### src/rtl/rv32i_run_ctrl.sv
// ============================================================================
// rv32i_run_ctrl
// ----------------------------------------------------------------------------
// Wishbone-controlled run/step/halt sequencer for an RV32I core. It holds the
// core in reset, releases it, gates its clock enable for free-running,
// bounded-length or single-step execution, counts executed cycles, captures
// the core's write-back bus while it runs and raises an interrupt when a
// bounded run (or a breakpoint) completes.
//
// Register map (byte address, bits [3:2] select):
//   0x0 CTRL   W : b0 START, b1 HALT, b2 STEP, b3 HOLD (self-clearing),
//                  b4 OE (stored). Reads return {27'b0, OE, 4'b0}.
//   0x4 RUNCNT RW: run length in core cycles, 0 = free-run.
//   0x8 STATUS R : [31:16] CAP, [15:4] ELAPSED[11:0], [3] DONE, [2] 0,
//                  [1:0] state. Reading it clears DONE.
//   0xC BKPT   RW: {en[16], value[15:0]} when breakpoints are built in,
//                  otherwise reads 0 and ignores writes.
//
// Build option:
//   RV32I_RUN_CTRL_BKPT_EN - when defined, adds the BKPT register and the
//                            write-back breakpoint comparator.
//
// Ports:
//   clk          system clock (wb_clk_i)
//   RN           asynchronous active-low reset
//   wbs_cyc_i    bus cycle
//   wbs_stb_i    strobe
//   wbs_we_i     write enable
//   wbs_adr_i    byte address, [3:2] selects the register
//   wbs_dat_i    write data
//   wbs_dat_o    read data, valid while wbs_ack_o is high, 0 otherwise
//   wbs_ack_o    single-cycle acknowledge
//   core_wb_out  core write-back bus (captured into CAP)
//   core_rn_o    core reset, active-low
//   core_ce_o    core clock enable
//   io_oeb_o     pad output enables, active-low
//   irq_o        run-complete interrupt (mirrors DONE)
// ============================================================================
module rv32i_run_ctrl #(
    parameter int OUT_W = 16,
    parameter int CNT_W = 24
) (
    input  logic             clk,
    input  logic             RN,
    input  logic             wbs_cyc_i,
    input  logic             wbs_stb_i,
    input  logic             wbs_we_i,
    input  logic [3:0]       wbs_adr_i,
    input  logic [31:0]      wbs_dat_i,
    output logic [31:0]      wbs_dat_o,
    output logic             wbs_ack_o,
    input  logic [OUT_W-1:0] core_wb_out,
    output logic             core_rn_o,
    output logic             core_ce_o,
    output logic [OUT_W-1:0] io_oeb_o,
    output logic             irq_o
);

    typedef enum logic [1:0] {
        ST_HOLD = 2'd0,
        ST_HALT = 2'd1,
        ST_RUN  = 2'd2,
        ST_STEP = 2'd3
    } state_t;

    localparam logic [1:0] REG_CTRL   = 2'd0;
    localparam logic [1:0] REG_RUNCNT = 2'd1;
    localparam logic [1:0] REG_STATUS = 2'd2;
    localparam logic [1:0] REG_BKPT   = 2'd3;

    // ------------------------------------------------------------------
    // State
    // ------------------------------------------------------------------
    state_t             state_q, state_d;
    logic               ce_q;
    logic               rn_q;
    logic               oe_q;
    logic               done_q;
    logic [CNT_W-1:0]   runcnt_q;
    logic [CNT_W-1:0]   elapsed_q;
    logic [OUT_W-1:0]   cap_q;
    logic               ack_q;
    logic [31:0]        dat_q;

    // ------------------------------------------------------------------
    // Bus decode. An access is taken only while ack is low, so back-to-back
    // requests are accepted at most every second cycle; every register write
    // and command lands on the same edge that raises ack.
    // ------------------------------------------------------------------
    logic       bus_access;
    logic       bus_wr;
    logic       bus_rd;
    logic [1:0] reg_sel;
    logic       ctrl_wr;
    logic       cmd_start;
    logic       cmd_halt;
    logic       cmd_step;
    logic       cmd_hold;
    logic       status_rd;

    assign bus_access = wbs_cyc_i & wbs_stb_i & ~ack_q;
    assign bus_wr     = bus_access &  wbs_we_i;
    assign bus_rd     = bus_access & ~wbs_we_i;
    assign reg_sel    = wbs_adr_i[3:2];
    assign ctrl_wr    = bus_wr && (reg_sel == REG_CTRL);
    assign cmd_start  = ctrl_wr & wbs_dat_i[0];
    assign cmd_halt   = ctrl_wr & wbs_dat_i[1];
    assign cmd_step   = ctrl_wr & wbs_dat_i[2];
    assign cmd_hold   = ctrl_wr & wbs_dat_i[3];
    assign status_rd  = bus_rd && (reg_sel == REG_STATUS);

    // Byte-address bits [1:0] and upper data bits are don't-care for this
    // register file; folding them here keeps the intent explicit.
    logic unused_bus_bits;
    assign unused_bus_bits = ^{wbs_dat_i, wbs_adr_i[1:0]};

    // ------------------------------------------------------------------
    // Optional write-back breakpoint
    // ------------------------------------------------------------------
    logic bkpt_hit;

`ifdef RV32I_RUN_CTRL_BKPT_EN
    logic        bkpt_en_q;
    logic [15:0] bkpt_val_q;

    always_ff @(posedge clk or negedge RN) begin
        if (!RN) begin
            bkpt_en_q  <= 1'b0;
            bkpt_val_q <= '0;
        end else if (bus_wr && (reg_sel == REG_BKPT)) begin
            bkpt_en_q  <= wbs_dat_i[16];
            bkpt_val_q <= wbs_dat_i[15:0];
        end
    end

    assign bkpt_hit = bkpt_en_q && (16'(core_wb_out) == bkpt_val_q);
`else
    assign bkpt_hit = 1'b0;
`endif

    // ------------------------------------------------------------------
    // Run termination: the cycle now executing is the last one when
    // ELAPSED+1 reaches a non-zero RUNCNT, or when the breakpoint matches.
    // ce_q is always high in RUN, so qualifying on the state suffices.
    // ------------------------------------------------------------------
    logic tc_hit;
    logic stop_hit;

    assign tc_hit   = (runcnt_q != '0) && ((elapsed_q + CNT_W'(1)) == runcnt_q);
    assign stop_hit = (state_q == ST_RUN) && ce_q && (tc_hit || bkpt_hit);

    // ------------------------------------------------------------------
    // Next-state logic. HOLD beats everything; within the remaining
    // commands HALT > START > STEP. START is only honoured from HOLD/HALT,
    // STEP only from HALT.
    // ------------------------------------------------------------------
    logic start_go;

    always_comb begin
        // NOTE: every signal assigned in this block gets a default first so
        // that no path leaves it unassigned and infers a latch.
        state_d  = state_q;
        start_go = 1'b0;
        if (cmd_hold) begin
            state_d = ST_HOLD;
        end else begin
            unique case (state_q)
                ST_HOLD: begin
                    if (!cmd_halt && cmd_start) begin
                        state_d  = ST_RUN;
                        start_go = 1'b1;
                    end
                end
                ST_HALT: begin
                    if (cmd_halt) begin
                        state_d = ST_HALT;
                    end else if (cmd_start) begin
                        state_d  = ST_RUN;
                        start_go = 1'b1;
                    end else if (cmd_step) begin
                        state_d = ST_STEP;
                    end
                end
                ST_RUN: begin
                    if (cmd_halt || stop_hit) begin
                        state_d = ST_HALT;
                    end
                end
                ST_STEP: begin
                    state_d = ST_HALT;
                end
                default: begin
                    state_d = ST_HOLD;
                end
            endcase
        end
    end

    // Core controls are decoded from the next state and registered, so the
    // enable and reset release line up with the cycle the state is entered.
    logic ce_d;
    logic rn_d;

    assign ce_d = (state_d == ST_RUN) || (state_d == ST_STEP);
    assign rn_d = (state_d != ST_HOLD);

    // ------------------------------------------------------------------
    // Read mux
    // ------------------------------------------------------------------
    logic [31:0] rdata;

    always_comb begin
        rdata = '0;
        unique case (reg_sel)
            REG_CTRL:   rdata = {27'b0, oe_q, 4'b0};
            REG_RUNCNT: rdata = 32'(runcnt_q);
            REG_STATUS: rdata = {16'(cap_q), elapsed_q[11:0], done_q, 1'b0, state_q};
`ifdef RV32I_RUN_CTRL_BKPT_EN
            REG_BKPT:   rdata = {15'b0, bkpt_en_q, bkpt_val_q};
`else
            REG_BKPT:   rdata = '0;
`endif
            default:    rdata = '0;
        endcase
    end

    // ------------------------------------------------------------------
    // Sequential state
    // ------------------------------------------------------------------
    // NOTE: all state here is a handful of control flops, so every one gets
    // an asynchronous reset; a mid-run reset therefore aborts cleanly
    // without DONE ever being set.
    always_ff @(posedge clk or negedge RN) begin
        if (!RN) begin
            state_q <= ST_HOLD;
            ce_q    <= 1'b0;
            rn_q    <= 1'b0;
        end else begin
            // NOTE: sequential state uses non-blocking assignments so every
            // flop samples pre-edge values regardless of statement order.
            state_q <= state_d;
            ce_q    <= ce_d;
            rn_q    <= rn_d;
        end
    end

    // Cycle counter: restarts on START, otherwise advances on every enabled
    // core cycle and wraps naturally at 2^CNT_W.
    always_ff @(posedge clk or negedge RN) begin
        if (!RN) begin
            elapsed_q <= '0;
        end else if (start_go) begin
            elapsed_q <= '0;
        end else if (ce_q) begin
            elapsed_q <= elapsed_q + CNT_W'(1);
        end
    end

    always_ff @(posedge clk or negedge RN) begin
        if (!RN) begin
            cap_q <= '0;
        end else if (ce_q) begin
            cap_q <= core_wb_out;
        end
    end

    // DONE: a completion in the same cycle as a clear (STATUS read or START)
    // must not be lost, so set has priority.
    always_ff @(posedge clk or negedge RN) begin
        if (!RN) begin
            done_q <= 1'b0;
        end else if (stop_hit) begin
            done_q <= 1'b1;
        end else if (status_rd || start_go) begin
            done_q <= 1'b0;
        end
    end

    always_ff @(posedge clk or negedge RN) begin
        if (!RN) begin
            oe_q     <= 1'b0;
            runcnt_q <= '0;
        end else begin
            if (ctrl_wr) begin
                oe_q <= wbs_dat_i[4];
            end
            if (bus_wr && (reg_sel == REG_RUNCNT)) begin
                runcnt_q <= wbs_dat_i[CNT_W-1:0];
            end
        end
    end

    // Bus response: ack is a one-cycle pulse, read data is only driven
    // while ack is high.
    always_ff @(posedge clk or negedge RN) begin
        if (!RN) begin
            ack_q <= 1'b0;
            dat_q <= '0;
        end else begin
            ack_q <= bus_access;
            dat_q <= bus_rd ? rdata : 32'd0;
        end
    end

    // ------------------------------------------------------------------
    // Outputs
    // ------------------------------------------------------------------
    assign wbs_ack_o = ack_q;
    assign wbs_dat_o = dat_q;
    assign core_rn_o = rn_q;
    assign core_ce_o = ce_q;
    assign io_oeb_o  = {OUT_W{~oe_q}};
    assign irq_o     = done_q;

endmodule

### config.mk
export PLATFORM = sky130hd
export DESIGN_NAME = rv32i_run_ctrl
export DESIGN_NICKNAME = d
export VERILOG_FILES = /design/src/rtl/rv32i_run_ctrl.sv
export SDC_FILE = /design/constraint.sdc
export NUM_CORES = 1
export LEC_CHECK = 0
export ABC_AREA = 1
export BUFFER_PORTS_ARGS = -buffer_cell sky130_fd_sc_hd__buf_2
export CAP_MARGIN = 25
export CORE_ASPECT_RATIO = 0.7
export CORE_MARGIN = 3
export CORE_UTILIZATION = 55
export CTS_CLUSTER_DIAMETER = 50
export DETAILED_ROUTE_END_ITERATION = 16
export GPL_ROUTABILITY_DRIVEN = 0
export PLACE_DENSITY = 0.81
export SLEW_MARGIN = 20
export SYNTH_ARGS = -nofsm -noshare
export SYNTH_HDL_FRONTEND = slang
export SYNTH_SLANG_ARGS = --single-unit
### constraint.sdc
create_clock -name clk -period 4.2 [get_ports clk]
set_input_delay 0.21 -clock clk [delete_from_list [all_inputs] [get_ports clk]]
set_output_delay 0.21 -clock clk [all_outputs]
set_load 0.01 [all_outputs]
==> impl_metrics.py <==
metrics = {
    "outcome": {
        "status": "finished, final reports clean",
    },
    "cts": {
        "root_buffer": "clkbuf_16",
        "htreeDepth": 3,
        "ctsResizeCount": 0,
        "cts.clk_slew.worst_paths_ns": 0.06,
        "cts_sinks": 103,
        "cts_buffer_depth": 2,
        "post_cts_buffers": 0,
        "insertion_delay_ns": 0.34,
        "cts_made_buffers": 9,
        "cts_hold_buf": 0,
        "cts_tree": "yes",
    },
    "timing": {
        "rsz0062_at_grt": "no",
        "worst_pin_slew_ns": 0.876,
        "min_period_over_period": 0.578,
        "hold_viol_final": 0,
        "setup_tns_ns": 0,
        "clock.fmax_mhz": 412,
        "slew_viol_final": 0,
        "setup_viol": 0,
        "post-route-min-period_ns": 2.43,
        "layout_setup_ws_ns": 1.77,
        "slew_headroom": 0.415,
        "skew_ns": 0.00713,
    },
    "synth": {
        "synth_edf_count": 0,
        "ys_async_sr_fraction": 1.00,
        "yosysUniqueCellTypes": 38,
        "syn_area_mm2": 0.00543,
        "yosysWarnings": 0,
        "synthFlopType": "dfrtp_1",
        "synth-seq-cells": 103,
        "syn_nets": 741,
        "synthCells": 683,
        "avgSynthCellArea_um2": 7.96,
        "seq_area_frac_synth": 0.474,
    },
    "routing": {
        "remaining_drc_errors": 0,
        "totalWireLength_um": 12800,
        "dr.pass1.iters": 5,
        "ant_nets": 0,
        "num_vias": 4719,
        "top_layer_used": "met4",
        "dr_wl_met2_um": 5570,
        "dr_wl_met3_um": 1190,
        "via_per_inst": 5.30,
        "drtIter0Drc": 454,
        "post_drt_wl_per_cell_um": 14.4,
        "met1Wirelength_um": 5840,
    },
    "grt": {
        "grtUsageTotal": 0.239,
        "overflow": 0,
        "grt_max_degree": 75,
        "antenna_found_initial": 0,
        "grt_pass1_wl_um": 21300,
        "grt_pass1_vias": 4459,
    },
    "finish": {
        "nets": 821,
        "fillCellCount": 751,
        "layout_common_cells": "173 x nand2_1, 103 x dfrtp_1, 102 x inv_1, 97 x buf_2, 73 x nor2_1",
        "area_growth_pct": 14.5,
        "layout.cell_area.non_filler_mm2": 0.00622,
        "instances_no_fill": 891,
        "drive_above_1_share": 0.201,
        "final_common_cell": "nand2_1",
        "n_antenna_cell": 0,
    },
    "die": {
        "start_util": 0.583,
        "die_width_um": 125,
        "fp-row-count": 29,
        "die_area_mm2": 0.0111,
        "core_mm2": 0.00933,
        "die-height_um": 89.2,
        "ios": 109,
    },
    "power_and_ir_drop": {
        "irDropWorstVdd_v": 0.000284,
        "power_density_mw_per_mm2": 555,
        "swShare": 0.390,
        "p_comb_frac": 0.345,
        "p_leak_nw": 3.62,
        "power.internal_mw": 2.10,
        "clkPwrFrac": 0.226,
        "switching_power_mw": 1.35,
        "seq_power_share": 0.429,
        "finalPower_mw": 3.45,
    },
    "min_path": {
        "min_path_type": "input port to flip-flop",
        "hold_depth": 3,
    },
    "setup_path": {
        "r2r_cells": 5,
        "worst_setup_path_end_kind": "flip-flop",
        "crit_slowest_cell": "inv_1",
        "critPathKind": "flip-flop to flip-flop",
        "startpoint_type": "flip-flop",
        "crit_chain": "nor4_1 > nand2_1 > inv_1 > a22oi_1 > inv_1",
        "arrival_ns": 2.70,
        "cp_common_cell": "inv_1",
        "max_stage_delay_ns": 0.74,
        "critPathRequiredTime_ns": 4.48,
        "reg2reg_slack_ns": 1.77,
        "path_max_fanout": 22,
    },
    "place": {
        "io_buffers": 98,
        "place_ws_ns": 1.83,
        "placed_cells": 874,
        "dpl_cell_area_mm2": 0.00592,
        "dp_hpwl_um": 9110,
    },
    "run": {
        "drv_cap": 0,
    },
}
-- synthesized netlist by cell type, types with 5 or more instances --
library cell,instances,area share
nand2_1,173,0.12
inv_1,102,0.070
o21ai_0,35,0.032
nand4_1,5,0.0058
nand2_2,6,0.0069
dfrtp_1,103,0.47
nand3b_1,7,0.0097
a21oi_1,22,0.020
nand3_1,44,0.041
mux2_2,11,0.023
nor2_4,5,0.010
nor2_1,73,0.050
clkbuf_1,17,0.012
buf_4,15,0.021
a22oi_1,22,0.030
-- routing by layer --
metal | vias to the layer above | track usage
met5 | - | 0
met1 | 2189 | 0.335
met4 | 0 | 0.0746
met3 | 24 | 0.0561
li1 | 2301 | -
met2 | 205 | 0.376
-- state kept, by name, indices dropped and copies added (netlist names) --
register / cells
runcnt_q: 24
wbs_dat_o: 32
cap_q: 16
core_ce_o: 1
elapsed_q: 24
core_rn_o: 1
state_q: 2
oe_q: 1
wbs_ack_o: 1
irq_o: 1
-- power by group through the flow --
stage	combinational, mW	sequential [mW]	clock [mW]
finish	1.19	1.48	0.780
global route	1.37	1.51	0.838
CTS	1.19	1.47	0.795
detailed placement	1.18	1.49	0
global placement	1.14	1.47	0
floorplan	0.955	1.41	0
-- stage by stage --
step,utilization,hold WS [ns]
final,0.667,0.0674
after detailed placement,0.635,0.415
after CTS,0.664,0.0457
after floorplan,-,-0.0856
after global placement,0.635,0.411
after global routing,0.667,0.0640
-- final cells by class --
class                   count  area (um2)  share of cell area
clock inverters             3        18.8             0.00302
well taps                 124         155              0.0249
multi-input cells         442        2280               0.366
flip-flops and latches    103        2580               0.414
clock buffers              12         256              0.0412
inverters                 104         390              0.0627
repair buffers            103         546              0.0877
-- final timing paths --
kind / from / to
setup / recovery: wbs_ack_o / wbs_dat_o[3]
setup reg to reg: wbs_ack_o / wbs_dat_o[3]
hold reg to reg: cap_q[4] / cap_q[4]
max in group asynchronous: RN / runcnt_q[20]
min in group asynchronous: RN / wbs_dat_o[28]
hold / removal: core_wb_out[6] / cap_q[6]
-- cell families after synthesis --
group	after synthesis	share of synthesized area
DFF	103	0.474
adders and majority gates	1	0.00230
xor gates and xnor gates	8	0.0180
muxes	11	0.0228
buffers and inverters	138	0.106
and+or+nand+nor	330	0.274
AOI/OAI and AO/OA	92	0.102
-- worst max-delay path, delay by kind of cell, from the launching register on --
family          cells  cell delay [ns]
simple gates        2             0.89
flops               1             0.40
compound gates      1             0.23
buf+inv             2             0.84
(Power assumes the default switching activity.)
